$ cat src/rtl/sub_div_ctrl_pkg.sv
// Shared types and constants for the repeated-subtraction divider sequencer.
// Optional abort input is enabled with the SUB_DIV_CTRL_ABORT_EN macro (see sub_div_ctrl).
package sub_div_ctrl_pkg;

  localparam int WIDTH_DEF = 8;

  typedef enum logic [2:0] {
    IDLE  = 3'd0,
    CLEAR = 3'd1,
    LOAD  = 3'd2,
    RUN   = 3'd3,
    DONE  = 3'd4
  } state_e;

  // Divide-by-zero quotient; every bit is set, so it replicates to any width.
  localparam logic [WIDTH_DEF-1:0] QUOT_ALL_ONES = '1;

endpackage

$ cat src/rtl/sub_div_ctrl.sv
// Drives an external subtract-accumulator to divide by repeated subtraction; done q+3 edges after start.
// Define SUB_DIV_CTRL_ABORT_EN to add an abort input that drops CLEAR/LOAD/RUN back to IDLE.
module sub_div_ctrl
  import sub_div_ctrl_pkg::*;
#(
  parameter int WIDTH = WIDTH_DEF
) (
  input  logic             CLK,
  input  logic             CLR,
`ifdef SUB_DIV_CTRL_ABORT_EN
  input  logic             abort,
`endif
  input  logic             start,
  input  logic [WIDTH-1:0] dividend,
  input  logic [WIDTH-1:0] divisor,
  output logic             busy,
  output logic             done,
  output logic [WIDTH-1:0] quotient,
  output logic [WIDTH-1:0] remainder,
  output logic             div_err,
  output logic             acc_spe,
  output logic             acc_ce,
  output logic [WIDTH-1:0] acc_d,
  input  logic [WIDTH-1:0] acc_q
);

  state_e           state_q, state_d;
  logic [WIDTH-1:0] dividend_q, dividend_d;
  logic [WIDTH-1:0] divisor_q, divisor_d;
  logic [WIDTH-1:0] count_q, count_d;
  logic [WIDTH-1:0] quotient_q, quotient_d;
  logic [WIDTH-1:0] remainder_q, remainder_d;
  logic             div_err_q, div_err_d;
  logic             abort_hit;
  logic             run_ge;

`ifdef SUB_DIV_CTRL_ABORT_EN
  assign abort_hit = abort;
`else
  assign abort_hit = 1'b0;
`endif

  assign run_ge = (acc_q >= divisor_q);

  always_ff @(posedge CLK or posedge CLR) begin
    if (CLR) begin
      state_q     <= IDLE;
      dividend_q  <= '0;
      divisor_q   <= '0;
      count_q     <= '0;
      quotient_q  <= '0;
      remainder_q <= '0;
      div_err_q   <= 1'b0;
    end else begin
      state_q     <= state_d;
      dividend_q  <= dividend_d;
      divisor_q   <= divisor_d;
      count_q     <= count_d;
      quotient_q  <= quotient_d;
      remainder_q <= remainder_d;
      div_err_q   <= div_err_d;
    end
  end

  always_comb begin
    state_d     = state_q;
    dividend_d  = dividend_q;
    divisor_d   = divisor_q;
    count_d     = count_q;
    quotient_d  = quotient_q;
    remainder_d = remainder_q;
    div_err_d   = div_err_q;
    case (state_q)
      IDLE: begin
        if (start) begin
          dividend_d = dividend;
          divisor_d  = divisor;
          count_d    = '0;
          if (divisor == '0) begin
            state_d     = DONE;
            div_err_d   = 1'b1;
            quotient_d  = {WIDTH{QUOT_ALL_ONES[0]}};
            remainder_d = dividend;
          end else begin
            state_d = CLEAR;
          end
        end
      end
      CLEAR: state_d = abort_hit ? IDLE : LOAD;
      LOAD:  state_d = abort_hit ? IDLE : RUN;
      RUN: begin
        if (abort_hit) begin
          state_d = IDLE;
        end else if (run_ge) begin
          count_d = count_q + WIDTH'(1);
        end else begin
          quotient_d  = count_q;
          remainder_d = acc_q;
          div_err_d   = 1'b0;
          state_d     = DONE;
        end
      end
      DONE:    state_d = IDLE;
      default: state_d = IDLE;
    endcase
  end

  always_comb begin
    busy    = (state_q != IDLE);
    done    = (state_q == DONE);
    acc_spe = 1'b0;
    acc_ce  = 1'b0;
    acc_d   = '0;
    if (!abort_hit) begin
      case (state_q)
        CLEAR: begin
          acc_spe = 1'b1;
          acc_ce  = 1'b1;
        end
        // Accumulator computes Q - D, so loading -dividend onto a cleared Q leaves dividend.
        LOAD: begin
          acc_ce = 1'b1;
          acc_d  = -dividend_q;
        end
        RUN: begin
          if (run_ge) begin
            acc_ce = 1'b1;
            acc_d  = divisor_q;
          end
        end
        default: ;
      endcase
    end
  end

  assign quotient  = quotient_q;
  assign remainder = remainder_q;
  assign div_err   = div_err_q;

endmodule

$ cat config.mk
export PLATFORM = sky130hd
export DESIGN_NAME = sub_div_ctrl
export DESIGN_NICKNAME = d
export VERILOG_FILES = /design/src/rtl/sub_div_ctrl_pkg.sv /design/src/rtl/sub_div_ctrl.sv
export SDC_FILE = /design/constraint.sdc
export NUM_CORES = 1
export LEC_CHECK = 0
export CORE_MARGIN = 10
export CORE_UTILIZATION = 45
export DETAILED_ROUTE_END_ITERATION = 8
export PLACE_DENSITY = 0.87
export SYNTH_ARGS = -nofsm -noshare
export SYNTH_HDL_FRONTEND = slang
export SYNTH_SLANG_ARGS = --single-unit
$ cat constraint.sdc
create_clock -name CLK -period 3.5 [get_ports CLK]
set_input_delay 1.05 -clock CLK [delete_from_list [all_inputs] [get_ports CLK]]
set_output_delay 1.05 -clock CLK [all_outputs]
set_load 0.03 [all_outputs]
==> flow_summary.yaml <==
finish:
  fill_cells: 420
  final_cells: 382
  mostFrequentLayoutCell: "dfrtp_1"
  diodes: 0
  drive_above_1_share: 0.2276
  fin_util: 0.6553
  syn_to_final_growth_pct: 40.50
  final_cell_mix: "dfrtp_1, nand2_1, clkdlybuf4s50_1, buf_4"
  nets: 348
global_route:
  grt_use_met3: 0.03837
  grt-busiest-layer: "met2"
  grt_pass1_wl_um: 10970
  use_met2: 0.2477
  met1_usage: 0.1971
  grt_start_max_net_pins: 45
  overflow: 0
  antenna_found_initial: 0
  grt_pass1_vias: 2221
  track_usage: 0.1552
floorplanning:
  die_w_um: 92.99
  dieArea_mm2: 0.008647
  design.core.area_mm2: 0.005140
  rows: 26
  pin_count: 56
  start_util: 0.4664
  die_h_um: 92.99
routing:
  vias: 2200
  first_iter_violations: 259
  firstDrtPassIters: 4
  final_antenna_net_count: 0
  post_drt_wl_per_cell_um: 17.74
  drc: 0
  routed_wl_um: 6777
  via_per_inst: 5.759
power:
  p_leak_nw: 1.386
  power.density_mw_per_mm2: 1021
  peakVddDrop_v: 0.0004635
worst_setup_path:
  path_max_fanout: 7
  startpoint_type: "primary input"
  arrival_ps: 2640
  worstSetupEndpointType: "output pin"
  criticalPathCategory: "primary input to output pin"
  worstPathRequired_ps: 2450
sta:
  setup_viol: 9
  max-slew-margin-rel: 0.4444
  rsz0062_at_grt: "true"
  fin_skew_ps: 7.654
  final-hold-violation-count: 0
  layout_setup_ws_ps: -192.3
  tightest_slew_ps: 833.4
  fmax_mhz: 270.8
  finalMaxSlewViolations: 0
  min_period_ps: 3692
  timing.final.crit_share: 1.055
yosys:
  synth_nets: 284
  ys_ff_latch: 44
  netlist_area_mm2: 0.002397
  ys_types: 48
  synth_area_per_cell_um2: 9.706
  synth_warnings: 0
  synth-seq-area-share: 0.4593
  syn_inst: 247
hold_path:
  min_path_type: "flip-flop to flip-flop"
clock_network:
  clock-root-buffer: "clkbuf_8"
  cts-buffers-inserted: 5
  cts_tree: "built"
  clock_path_buffers: 2
  numClockSinks: 44
  cts_hold_buf: 0
  htree_levels: 2
  clk_pin_slew_worst_paths_ps: 80
  clk_latency_ps: 300
place:
  dp_cells: 370
  port_buffers: 55
  dp_hpwl_um: 5028
  globalplace.congestion: 0.8359
outcome:
  violations: "negative setup slack"
  status: "complete, but fails checks"
run:
  drv_cap: 0
[worst max-delay path, cell delays in order]
cell	delay (ps)
buf_8	100
inv_4	50
ha_4	180
nand2b_4	130
a2111o_1	400
a21o_4	280
buf_12	160
nand3_4	80
a21oi_4	70
buf_6	150
[power by group]
part	leakage [nW]	internal [mW]	switching, mW
clock	0.0445	0.160	0.175
sequential	0.542	0.727	0.236
combinational	0.800	0.880	1.26
total	1.39	1.77	1.67
[state kept, by name, summed over array words and instances (netlist names)]
| register | count |
|---|---|
| divisor_q | 8 |
| div_err | 1 |
| remainder | 8 |
| dividend_q | 8 |
| state_q | 3 |
| count_q | 8 |
| quotient | 8 |
[final cells by class]
cell class	count	area, um^2	share of cell area
flip-flops and latches	44	1101	0.3269
clock buffers	7	86.33	0.02563
inverters	14	67.56	0.02006
clock inverters	1	7.507	0.002229
repair buffers	68	648.1	0.1924
multi-input cells	178	1370	0.4068
well taps	70	87.58	0.02600
[stage by stage]
step / total power [mW] / hold slack [ps] / worst slack (ps) / area [um^2] / TNS [ps]
3_3_place_gp: 2.868 / 472.2 / -1042 / 3115 / -7444
2_1_floorplan: 2.325 / 454.1 / -56.93 / 2516 / -102.7
3_5_place_dp: 2.928 / 473.3 / -1095 / 3115 / -8351
6_report: 3.439 / 494.2 / -192.3 / 3368 / -1508
4_1_cts: 3.398 / 496.1 / -200.8 / 3334 / -1612
5_1_grt: 3.660 / 505.7 / -223.5 / 3368 / -1813
[routing by layer]
metal / vias up / wire length [um]
met4: 0 / 122
met5: - / 0
met1: 1063 / 2858
li1: 1024 / -
met3: 10 / 542
met2: 103 / 3253
[logic make-up after synthesis]
family,share of synthesized area
xor gates and xnor gates,0.01462
adders and majority gates,0.05219
AOI/OAI and AO/OA,0.2250
DFF,0.4593
buffers and inverters,0.06262
and+or+nand+nor,0.1863
[path summary, 6_finish.rpt]
kind | startpoint | to | depth (start not counted) | slack [ps]
hold reg to reg | quotient[3]$_DFFE_PP0P_ | quotient[3]$_DFFE_PP0P_ | 1 | 490
setup / recovery | acc_q[0] | acc_d[3] | 10 | -190
max in group asynchronous | CLR | divisor_q[0]$_DFFE_PP0P_ | 3 | 1950
setup reg to reg | state_q[2]$_DFFE_PP0P_ | count_q[6]$_DFFE_PP0P_ | 6 | 840
min in group asynchronous | CLR | count_q[3]$_DFFE_PP0P_ | 3 | 1180
hold / removal | quotient[3]$_DFFE_PP0P_ | quotient[3]$_DFFE_PP0P_ | 1 | 490
[Yosys cell counts (all sizes together)]
cell type | n | area [um^2]
o21ai | 16 | 91.34
o41ai | 2 | 17.52
o22a | 8 | 70.07
or3 | 2 | 17.52
o31ai | 3 | 22.52
dfrtp | 44 | 1101
a21o | 3 | 22.52
buf | 10 | 81.32
inv | 12 | 45.04
clkbuf | 1 | 3.750
nand3 | 14 | 70.07
o2bb2ai | 9 | 78.83
xnor2 | 1 | 8.760
nor4 | 1 | 6.260
o211ai | 2 | 15.01
a211oi | 2 | 27.53
or3b | 1 | 11.26
o22ai | 1 | 6.260
nor3b | 2 | 15.01
nor3 | 4 | 20.02
a21oi | 11 | 70.07
nor2 | 11 | 53.80
ha | 10 | 125.1
or4 | 3 | 22.52
o311ai | 3 | 26.28
nand4 | 2 | 12.51
nand2b | 2 | 12.51
and2 | 1 | 6.260
a2111o | 1 | 11.26
or2 | 2 | 12.52
nand2 | 44 | 167.7
a31oi | 2 | 12.51
clkinv | 2 | 20.02
a22oi | 9 | 67.56
and3 | 3 | 18.77
xor2 | 3 | 26.28
[repair_timing]
action,in CTS,in global routing
endpoints found under the setup margin,9,9
resized for setup,58,11
pin swaps,14,8
buffers inserted,4,0
No activity file was read; power rests on OpenSTA's default activity.
